[src/rtl/seg_access_ctrl.sv]
// Segmented-memory access controller: decodes a request address into a one-hot bank
// select and sequences each access through programmable per-segment wait states.
module seg_access_ctrl #(
   parameter int unsigned ADDR_W   = 16,
   parameter int unsigned SEG_BITS = 3,
   parameter int unsigned WAIT_W   = 4
) (
   input  logic                         clk,
   input  logic                         rst_n,
   input  logic                         req,
   input  logic                         we,
   input  logic [ADDR_W-1:0]            addr,
   input  logic                         cfg_we,
   input  logic [SEG_BITS-1:0]          cfg_seg,
   input  logic [WAIT_W-1:0]            cfg_wait,
   input  logic                         cfg_ro,
   output logic                         busy,
   output logic [(2**SEG_BITS)-1:0]     cs,
   output logic [SEG_BITS-1:0]          seg,
   output logic [ADDR_W-SEG_BITS-1:0]   offset,
   output logic                         wr,
   output logic                         ack,
   output logic                         err
);

   localparam int unsigned NSEG  = 2 ** SEG_BITS;
   localparam int unsigned OFF_W = ADDR_W - SEG_BITS;

   localparam logic [1:0] StIdle   = 2'd0;
   localparam logic [1:0] StAccess = 2'd1;
   localparam logic [1:0] StDone   = 2'd2;
   localparam logic [1:0] StErr    = 2'd3;

   localparam logic [WAIT_W-1:0] CntOne  = WAIT_W'(1);
   localparam logic [NSEG-1:0]   SelOne  = NSEG'(1);

   logic [1:0]          state_q, state_d;
   logic [SEG_BITS-1:0] seg_q, seg_d;
   logic [OFF_W-1:0]    offset_q, offset_d;
   logic                wr_q, wr_d;
   logic [WAIT_W-1:0]   cnt_q, cnt_d;

   logic [WAIT_W-1:0]   wait_q [NSEG];
   logic                ro_q   [NSEG];

   logic [SEG_BITS-1:0] req_seg;

   assign req_seg = addr[ADDR_W-1 -: SEG_BITS];

   // Per-segment configuration; an accept on the same edge sees the pre-write values.
   always_ff @(posedge clk) begin
      if (!rst_n) begin
         for (int unsigned i = 0; i < NSEG; i++) begin
            wait_q[i] <= '0;
            ro_q[i]   <= 1'b0;
         end
      end else if (cfg_we) begin
         wait_q[cfg_seg] <= cfg_wait;
         ro_q[cfg_seg]   <= cfg_ro;
      end
   end

   always_comb begin
      state_d  = state_q;
      seg_d    = seg_q;
      offset_d = offset_q;
      wr_d     = wr_q;
      cnt_d    = cnt_q;
      case (state_q)
         StIdle: begin
            if (req) begin
               seg_d    = req_seg;
               offset_d = addr[OFF_W-1:0];
               wr_d     = we;
               cnt_d    = wait_q[req_seg];
               // Reads never consult the write-protect flag.
               state_d  = (we && ro_q[req_seg]) ? StErr : StAccess;
            end
         end
         StAccess: begin
            if (cnt_q == '0) begin
               state_d = StDone;
            end else begin
               cnt_d = cnt_q - CntOne;
            end
         end
         StDone:  state_d = StIdle;
         StErr:   state_d = StIdle;
         default: state_d = StIdle;
      endcase
   end

   always_ff @(posedge clk) begin
      if (!rst_n) begin
         state_q  <= StIdle;
         seg_q    <= '0;
         offset_q <= '0;
         wr_q     <= 1'b0;
         cnt_q    <= '0;
      end else begin
         state_q  <= state_d;
         seg_q    <= seg_d;
         offset_q <= offset_d;
         wr_q     <= wr_d;
         cnt_q    <= cnt_d;
      end
   end

   always_comb begin
      busy   = (state_q != StIdle);
      cs     = (state_q == StAccess) ? (SelOne << seg_q) : '0;
      ack    = (state_q == StDone);
      err    = (state_q == StErr);
      seg    = seg_q;
      offset = offset_q;
      wr     = wr_q;
   end

endmodule

[config.mk]
export PLATFORM = sky130hd
export DESIGN_NAME = seg_access_ctrl
export DESIGN_NICKNAME = d
export VERILOG_FILES = /design/src/rtl/seg_access_ctrl.sv
export SDC_FILE = /design/constraint.sdc
export NUM_CORES = 1
export LEC_CHECK = 0
export ABC_AREA = 1
export BUFFER_PORTS_ARGS = -buffer_cell sky130_fd_sc_hd__buf_2
export CELL_PAD_IN_SITES_DETAIL_PLACEMENT = 1
export CELL_PAD_IN_SITES_GLOBAL_PLACEMENT = 2
export CORE_MARGIN = 3
export CORE_UTILIZATION = 36
export CTS_BUF_LIST = sky130_fd_sc_hd__clkbuf_4 sky130_fd_sc_hd__clkbuf_8
export DETAILED_ROUTE_END_ITERATION = 16
export PLACE_DENSITY_LB_ADDON = 0.1
export SYNTH_ARGS = -nofsm -noshare
export SYNTH_HDL_FRONTEND = slang
export SYNTH_SLANG_ARGS = --single-unit
[constraint.sdc]
create_clock -name clk -period 2.5 [get_ports clk]
set_input_delay 0.25 -clock clk [delete_from_list [all_inputs] [get_ports clk]]
set_output_delay 0.25 -clock clk [all_outputs]
set_load 0.05 [all_outputs]
==> qor.txt <==
Status: complete, no violations
Initial antenna violation count: 0
Non-filler cells, final: 498
Avg Inst Size Synth: 8.44 µm²
I/O Buffers: 56
First-pass GRT wire length: 11800 µm
Num CTS Buffers: 9
CTS Root Cell: clkbuf_8
Antenna Violating Nets Remaining: 0
Pwr/cell area: 805 nW/µm²
Max VDD drop: 0.351 mV
Setup TNS: 0 ns
WL per Instance: 15.0 µm
Vias: 2420
Yosys warns: 0
Mapped cell area: 2840 µm²
Max-slew violations: 0
Cell with the most instances after synthesis: nor2_1
Crit Path Class: flop to output pin
Post-placement cell count: 482
CP Launch Type: flop
Layout area overhead: 19.2%
Most Crowded Layer GR: met2
Fin Hold WS: 0.155 ns
Tcrit/Tclk final: 0.738
Hold-fix buffers, CTS: 0
DR iter-0 viols: 109
Crit path DAT: 1.59 ns
Gpl congestion: 0.768
Measured slew at the worst slew-check pin: 0.516 ns
Core Region: 7450 µm²
CP endpoint kind: output pin
Final-stage net count: 424
Synthesized Nets: 367
RSZ-0062 raised after global routing: no
FMAX: 542 MHz
Drt first pass iters: 4
Area share of the largest cell type after synthesis: 0.338
Drt via density: 4.86
Sequential cell area fraction in the yosys report: 0.556
Worst-Skew Late Latency: 0.34 ns
Total global-route track usage: 0.175
N_diodes: 0
Met3 usage: 0.0351
Max FO, Critical Path: 9
Slew headroom: 0.656
Fill cell count: 951
DIE WIDTH: 94.9 µm
CTS tree: yes
Fraction of layout cells with a size suffix above 1: 0.221
Async set or reset register ratio after synthesis: 0
Synth area leader: edfxtp_1
Post-synthesis register bit count: 63
Number of synthesized flops with an enable pin: 32
Worst EP required: 2.25 ns
CTS max path bufs: 2
Vias in the first global route: 2367
Worst hold path class: input pin to flop
H-tree levels: 3
Routed WL: 7460 µm
GR Layer Usage met1: 0.228
Hold Vio Cnt, Final: 0
PostCTS Resize Cnt: 0
Worst Clk Skew: 0.00676 ns
Initial Util: 0.382
Max Cap Violations: 0
Met2 GRT Util: 0.277
Top post-synthesis cells by area: edfxtp_1, dfxtp_1, nor2_1
Row Count: 31
Total congestion overflow: 0
Synth Flop Type: edfxtp_1
I/O Pins: 57
Residual DRC: 0
Post-CTS setup buffer count: 0
Synth cell types: 26
Clock-pin transition on the worst setup and hold timing paths: 0.07 ns
Final-report setup violation count: 0
Largest net degree at the start of global routing: 34
Post-Layout Inst Area: 3390 µm²
Synth Instances: 337
Die Area: 9000 µm²
Synth top cells by count: nor2_1, nand2_1, edfxtp_1, dfxtp_1, nand3_1
Leakage: 0.00152 µW
Fin crit period: 1.84 ns
CTS sink count: 63
DP Wirelength: 5320 µm
Dpl cell area: 3160 µm²
Die H: 94.9 µm
sequential cells by signal, indices dropped and copies added, names as in the netlist:
| register | cells |
|---|---|
| wait_q | 32 |
| offset | 13 |
| ro_q | 8 |
| cnt_q | 4 |
| seg | 3 |
| state_q | 2 |
| wr | 1 |
power breakdown:
group	switching (µW)	total [µW]	internal, µW
clock	407	1010	600
sequential	44.7	1210	1170
combinational	375	508	134
per-layer routing:
metal | up-vias | share of wire
met5 | - | 0
met4 | 0 | 0.021
met3 | 14 | 0.034
met2 | 41 | 0.46
met1 | 1143 | 0.48
li1 | 1222 | -
cells by family (layout without fill, tap and decap cells):
kind of cell	after synthesis	after routing	synth area share
and+or+nand+nor	178	178	0.260
DFF	63	63	0.556
AOI/OAI and AO/OA	53	53	0.101
buffers and inverters	42	104	0.0783
adders and majority gates	1	1	0.00440
through the flow:
step                 util  power, µW  setup slack, ns
floorplan               -       1620            0.731
global placement    0.425       1740             1.03
detailed placement  0.425       1750             1.01
CTS                 0.455       2760            0.627
global route        0.455       2850            0.553
finish              0.455       2730            0.655
critical path, cell delays in order, from the launching register on:
cell,delay (ns)
dfxtp_1,0.43
nand2_4,0.13
or2_2,0.33
nor2_1,0.09
buf_2,0.27
layout by cell type, fill, tap and decap left out, drive strengths merged:
master,n
edfxtp,32
nor2,87
nand3,29
a22oi,1
a21oi,13
clkinvlp,1
or2,1
nand2,60
o21ai,30
bufinv,2
buf,57
o211ai,4
ha,1
dfxtp,31
clkinv,2
clkbuf,11
nand4,1
o22ai,5
inv,31
final cells by class:
cell class	instances	area, µm²	area share
clock buffer	11	145	0.0428
clock inverter	5	81.3	0.0240
sequential	63	1580	0.466
inverter	31	131	0.0387
tap	99	124	0.0365
multi-input combinational	232	1040	0.307
timing repair buffer	57	288	0.0849
path summary, 6_finish.rpt:
check                                 from        end  slack [ns]  cells past startpoint
worst max-delay path            state_q[0]      cs[3]        0.66                      4
worst min-delay path               addr[1]  offset[1]        0.16                      3
worst max register to register  state_q[1]         wr        1.12                      5
worst min register to register     ro_q[1]    ro_q[1]        0.48                      2
Power figures use the tool's default switching activity.
